[src/rtl/alu_operand_sequencer.sv]
// Operand front-end for alu_ip: collects (A, B, sel) bytes, holds them on the ALU
// inputs for ALU_LAT cycles, then offers the captured result over valid/ready.
module alu_operand_sequencer #(
    parameter int unsigned ALU_LAT = 0,
    parameter int unsigned CNT_W   = 16
) (
    input  logic             clk,
    input  logic             rst,
    input  logic [7:0]       in_data,
    input  logic             in_valid,
    output logic             in_ready,
    output logic [7:0]       alu_a,
    output logic [7:0]       alu_b,
    output logic [2:0]       alu_sel,
    input  logic [7:0]       alu_c,
    input  logic             alu_z,
    output logic [7:0]       res_data,
    output logic             res_z,
    output logic             res_valid,
    input  logic             res_ready,
    output logic             sel_err,
    output logic [CNT_W-1:0] op_count
);

    typedef enum logic [2:0] {
        GET_A,
        GET_B,
        GET_SEL,
        WAIT,
        HOLD
    } state_t;

    localparam logic [2:0] LAT3 = 3'(ALU_LAT);

    state_t     state;
    state_t     state_nx;
    logic [2:0] wcnt;

    always_ff @(posedge clk) begin
        if (rst) begin
            state <= GET_A;
        end else begin
            state <= state_nx;
        end
    end

    // Handshake outputs depend on state only, never on in_valid/res_ready.
    always_comb begin
        state_nx  = state;
        in_ready  = 1'b0;
        res_valid = 1'b0;
        case (state)
            GET_A: begin
                in_ready = 1'b1;
                if (in_valid) state_nx = GET_B;
            end
            GET_B: begin
                in_ready = 1'b1;
                if (in_valid) state_nx = GET_SEL;
            end
            GET_SEL: begin
                in_ready = 1'b1;
                if (in_valid) state_nx = WAIT;
            end
            WAIT: begin
                if (wcnt == 3'd0) state_nx = HOLD;
            end
            HOLD: begin
                res_valid = 1'b1;
                if (res_ready) state_nx = GET_A;
            end
            default: state_nx = GET_A;
        endcase
    end

    always_ff @(posedge clk) begin
        if (rst) begin
            alu_a    <= '0;
            alu_b    <= '0;
            alu_sel  <= '0;
            res_data <= '0;
            res_z    <= 1'b0;
            sel_err  <= 1'b0;
            op_count <= '0;
            wcnt     <= '0;
        end else begin
            case (state)
                GET_A: begin
                    if (in_valid) alu_a <= in_data;
                end
                GET_B: begin
                    if (in_valid) alu_b <= in_data;
                end
                GET_SEL: begin
                    if (in_valid) begin
                        // Out-of-range sel is flagged but still executed truncated.
                        alu_sel <= in_data[2:0];
                        if (|in_data[7:3]) sel_err <= 1'b1;
                        wcnt <= LAT3;
                    end
                end
                WAIT: begin
                    if (wcnt != 3'd0) begin
                        wcnt <= wcnt - 3'd1;
                    end else begin
                        res_data <= alu_c;
                        res_z    <= alu_z;
                    end
                end
                HOLD: begin
                    if (res_ready) op_count <= op_count + CNT_W'(1);
                end
                default: ;
            endcase
        end
    end

endmodule

[config.mk]
export PLATFORM = sky130hd
export DESIGN_NAME = alu_operand_sequencer
export DESIGN_NICKNAME = d
export VERILOG_FILES = /design/src/rtl/alu_operand_sequencer.sv
export SDC_FILE = /design/constraint.sdc
export NUM_CORES = 1
export LEC_CHECK = 0
export ABC_AREA = 1
export CAP_MARGIN = 20
export CORE_MARGIN = 1
export CORE_UTILIZATION = 52
export CTS_BUF_LIST = sky130_fd_sc_hd__clkbuf_8
export DETAILED_ROUTE_END_ITERATION = 8
export GPL_TIMING_DRIVEN = 0
export PLACE_DENSITY_LB_ADDON = 0.25
export SLEW_MARGIN = 40
export SYNTH_ARGS = -nofsm -noshare
export SYNTH_HDL_FRONTEND = slang
export SYNTH_SLANG_ARGS = --single-unit
[constraint.sdc]
create_clock -name clk -period 3 [get_ports clk]
set_clock_uncertainty 0.05 [all_clocks]
set_input_delay 0.45 -clock clk [delete_from_list [all_inputs] [get_ports clk]]
set_output_delay 0.45 -clock clk [all_outputs]
set_load 0.01 [all_outputs]
# [Word level (Yosys, flattened, before mapping)]
# Cells that the tools add are included.
# W data, S select, Z words.
[word_totals] reg_bits=51 inputBits=21 output_inout_bits=47 elab_cells=47
[op_classes] add_sub_neg=2 eq_ne=10 n_mux=11 n_bitwise=1 reduce_logical=14
[ops] cell="$mux W3" count=7
[ops] cell="$add A16 B1 Y16 const B" count=1
[ops] cell="$pmux W3 S5" count=1
[ops] cell="$ne A2 B2 Y1 const B" count=6
[ops] cell="$reduce_and A2 Y1" count=5
[ops] cell="$eq A3 B2 Y1 const B" count=2
[ops] cell="$logic_not A3 Y1" count=2
[ops] cell="$pmux W3 S2" count=1
[ops] cell="$reduce_and A3 Y1" count=2
[ops] cell="$reduce_and A5 Y1" count=1
[ops] cell="$reduce_or A5 Y1" count=1
[ops] cell="$eq A3 B1 Y1 const B" count=1
[ops] cell="$eq A3 B3 Y1 const B" count=1
[ops] cell="$reduce_bool A3 Y1" count=1
[ops] cell="$reduce_or A3 Y1" count=1
[ops] cell="$sub A3 B1 Y3 const B" count=1
[ops] cell="$mux W1" count=2
[ops] cell="$reduce_bool A2 Y1" count=1
[ops] cell="$not A1 Y1" count=1

# [Longest topological paths before layout]
[depth] word_depth=3 ltp_mapped=9 mapped_depth_nobuf=9

# [Worst setup path before layout]
# Ideal clock, no wire load.
[synth_path] path_kind="in2reg" startpoint="input rst" endpoint="register alu_a[3]" t_arrival_ns=1.178 t_required_ns=2.880 path_slack_ns=1.702 cell_stages=5 path_buffers=2 path_cell_list="buf_2 inv_1 clkbuf_1 o21ai_0 a21oi_1"
[synth_rtl] item="from (decl)" line="8" text="input logic rst,"
[synth_rtl] item="to (signal assigned)" line="89" text="if (in_valid) alu_a <= in_data;"
[synth_rtl] item="to (decl)" line="12" text="output logic [7:0] alu_a,"

# [Final worst setup path]
[layout_path] startpoint="register state[0]" endpoint="output res_valid"
[layout_between] elab_chain_cells=2
[layout_lines] item="from (decl)" line="35" text="state_t state;"
[layout_lines] item="from (signal assigned)" line="43" text="state <= state_nx;"
[layout_lines] item="$eq A3 B3 Y1" line="52" text="case (state)"
[layout_lines] item="$mux W1" line="52"
[layout_lines] item="to (decl)" line="19" text="output logic res_valid,"
# Every way passes these cells.

==> results.json <==
{
  "synth.area.top_cells": "dfxtp_1, nor2_1, nand2_1",
  "cpPeakStageDelay_ns": 0.53,
  "holdWs_ns": 0.399,
  "power_density_nw_per_um2": 441,
  "fin_ws_ns": 0.946,
  "nFillCells": 349,
  "finalCritPeriodShare_pct": 68.5,
  "rows": 23,
  "antenna_found_initial": 0,
  "drt-total-wl_mm": 5.21,
  "grt_setup_unrepaired": "no",
  "wl_per_cell_um": 11.8,
  "hp-start": "alu_b[2]",
  "overflow": 0,
  "slowest_stage": "clkdlybuf4s50_1",
  "synth_most_common_cell": "nor2_1",
  "fp.coreArea_um2": 4120,
  "hold_path_end": "alu_b[2]",
  "drtIter0Drc": 102,
  "pwr-share-seq_pct": 53.8,
  "p_clk_share_pct": 27.8,
  "vias": 2203,
  "cp_max_fo": 9,
  "critPathRequiredTime_ns": 2.50,
  "min_path_cells": 2,
  "start_kind": "flip-flop",
  "power.total_mw": 1.37,
  "setup_viol": 0,
  "syn-cell-area_um2": 2300,
  "clkSinkCount": 51,
  "slew_headroom_pct": 67.6,
  "worst_ep_arrival_time_ns": 1.55,
  "netSwitchingPower_mw": 0.367,
  "die-area_um2": 4690,
  "period_needed_ns": 2.05,
  "r2r-end": "res_data[5]",
  "routed_via_density": 5.00,
  "clk_pin_slew_ns": 0.09,
  "yosysWarnings": 0,
  "root_buffer": "clkbuf_8",
  "diodes": 0,
  "r2r_slack_ns": 1.52,
  "ir_worst_vdd_mv": 0.398,
  "portBuffers": 66,
  "dr.pass1.iters": 4,
  "drv_slew": 0,
  "async_reset_ff_share_pct": 0,
  "hpwl_mm": 3.96,
  "synth.top_cell.area_share_pct": 44.4,
  "synth_nets": 341,
  "track_usage_pct": 24.0,
  "synthCells": 317,
  "initial_core_util_pct": 55.8,
  "ys_seq_area_share_pct": 44.4,
  "synth-seq-cells": 51,
  "swShare_pct": 26.8,
  "grt_pass1_vias": 2001,
  "die_x_um": 68.5,
  "cts_max_level": 2,
  "criticalPathCategory": "flip-flop to output port",
  "crit_chain": "buf_4 > nor2_4 > nand2_1 > inv_1 > clkdlybuf4s50_1",
  "cts_tree": "yes",
  "syn_avg_cell_area_um2": 7.25,
  "ff2ff_path_depth": 8,
  "ys_top_cells_by_count": "nor2_1, nand2_1, dfxtp_1",
  "combPwrFrac_pct": 18.3,
  "layout.nets": 414,
  "postCtsSetupBuffers": 0,
  "finalHoldViolCount": 0,
  "fin_area_um2": 3110,
  "final_cells": 441,
  "max_clock_freq_mhz": 487,
  "cts_resized": 0,
  "top_level_ports": 68,
  "ant_nets": 0,
  "maxCapViolCount": 0,
  "yosys.area.top_type": "dfxtp_1",
  "grt_max_degree": 16,
  "place_area_um2": 3020,
  "die_y_um": 68.5,
  "gp_congestion": 0.824,
  "placed_cells": 433,
  "finalSetupTns_ns": 0,
  "ys_types": 31,
  "outcome": "finished clean",
  "ys.flop_type": "dfxtp_1",
  "p_leak_nw": 1.33,
  "ctsHoldBuffers": 0,
  "timing.rr.start": "wcnt[0]",
  "min_path_type": "flip-flop to flip-flop",
  "worstMarginPinSlew_ns": 0.486,
  "clock_path_buffers": 2,
  "clock_latency_ns": 0.30,
  "internal-power_mw": 1.00,
  "crit_path_end_kind": "output port",
  "synth_edf_count": 0,
  "drive_gt1_share_pct": 7.42,
  "dp_slack_ns": 1.15,
  "drc": 0,
  "cts_buffers": 5,
  "fin_util_pct": 75.5,
  "area_growth_syn_to_layout_pct": 35.2,
  "grt_pass1_wl_mm": 8.33
}
[worst max-delay path: cells and delay by family, from the launching register on]
| family | cells | cell delay [ns] |
|---|---|---|
| AND/OR/NAND/NOR | 2 | 0.17 |
| flip-flops | 1 | 0.31 |
| buffers and inverters | 3 | 0.78 |
[layer usage]
metal | vias to the layer above | track usage [%] | part of all wire (%)
met5 | - | 0 | 0
met4 | 0 | 9.64 | 0.52
met3 | 2 | 7.67 | 5.9
met2 | 51 | 40.6 | 48
met1 | 1003 | 27.7 | 46
li1 | 1147 | - | -
[worst max-delay path by stage]
| stage | from | end | slack, ns | cells past startpoint |
|---|---|---|---|---|
| floorplan | rst | alu_a[3] | 1.70 | 5 |
| global placement | res_ready | op_count[4] | 1.21 | 6 |
| detailed placement | res_ready | op_count[8] | 1.15 | 6 |
| CTS | state[0] | res_valid | 0.93 | 5 |
| global route | state[0] | res_valid | 0.87 | 5 |
| finish | state[0] | res_valid | 0.95 | 5 |
[state kept, by name (all words and copies together) (netlist names)]
signal / count
op_count: 16
alu_a: 8
alu_b: 8
res_data: 8
alu_sel: 3
state: 3
wcnt: 3
res_z: 1
sel_err: 1
[logic make-up (layout without fill, tap and decap cells)]
family / Yosys count / count (layout) / share of synthesized area, %
AOI/OAI and AO/OA: 61 / 61 / 14.4
DFF: 51 / 51 / 44.4
adders and majority gates: 3 / 3 / 1.63
buffers and inverters: 53 / 127 / 9.91
and+or+nand+nor: 148 / 148 / 29.2
xor gates and xnor gates: 1 / 1 / 0.381
[power by group through the flow]
stage | sequential (mW) | clock (mW) | combinational, mW
6_report | 0.737 | 0.381 | 0.251
3_3_place_gp | 0.751 | 0 | 0.245
4_1_cts | 0.737 | 0.392 | 0.252
5_1_grt | 0.742 | 0.420 | 0.274
2_1_floorplan | 0.766 | 0 | 0.116
3_5_place_dp | 0.752 | 0 | 0.251
[layout by cell type (no fill, tap or decap), drive strengths merged]
master         count
clkdlybuf4s50     66
o211ai             1
dfxtp             51
nand3b             1
nor2              64
nand2             59
nor3               3
clkbuf             8
xnor2              1
o21a               2
clkinvlp           1
inv               44
or2                1
buf                6
a31oi              1
clkinv             2
a22o               1
nand3             19
ha                 3
a21oi             27
o21ai             29
nand4              1
[layout make-up]
class	instances	area (µm²)	area share, %
sequential	51	1020	32.9
tap	50	62.6	2.01
clock inverter	3	16.3	0.524
timing repair buffer	66	661	21.3
multi-input combinational	213	1050	33.8
inverter	44	165	5.32
buffer	9	62.6	2.01
clock buffer	5	68.8	2.22
No activity file was read; power rests on OpenSTA's default activity.
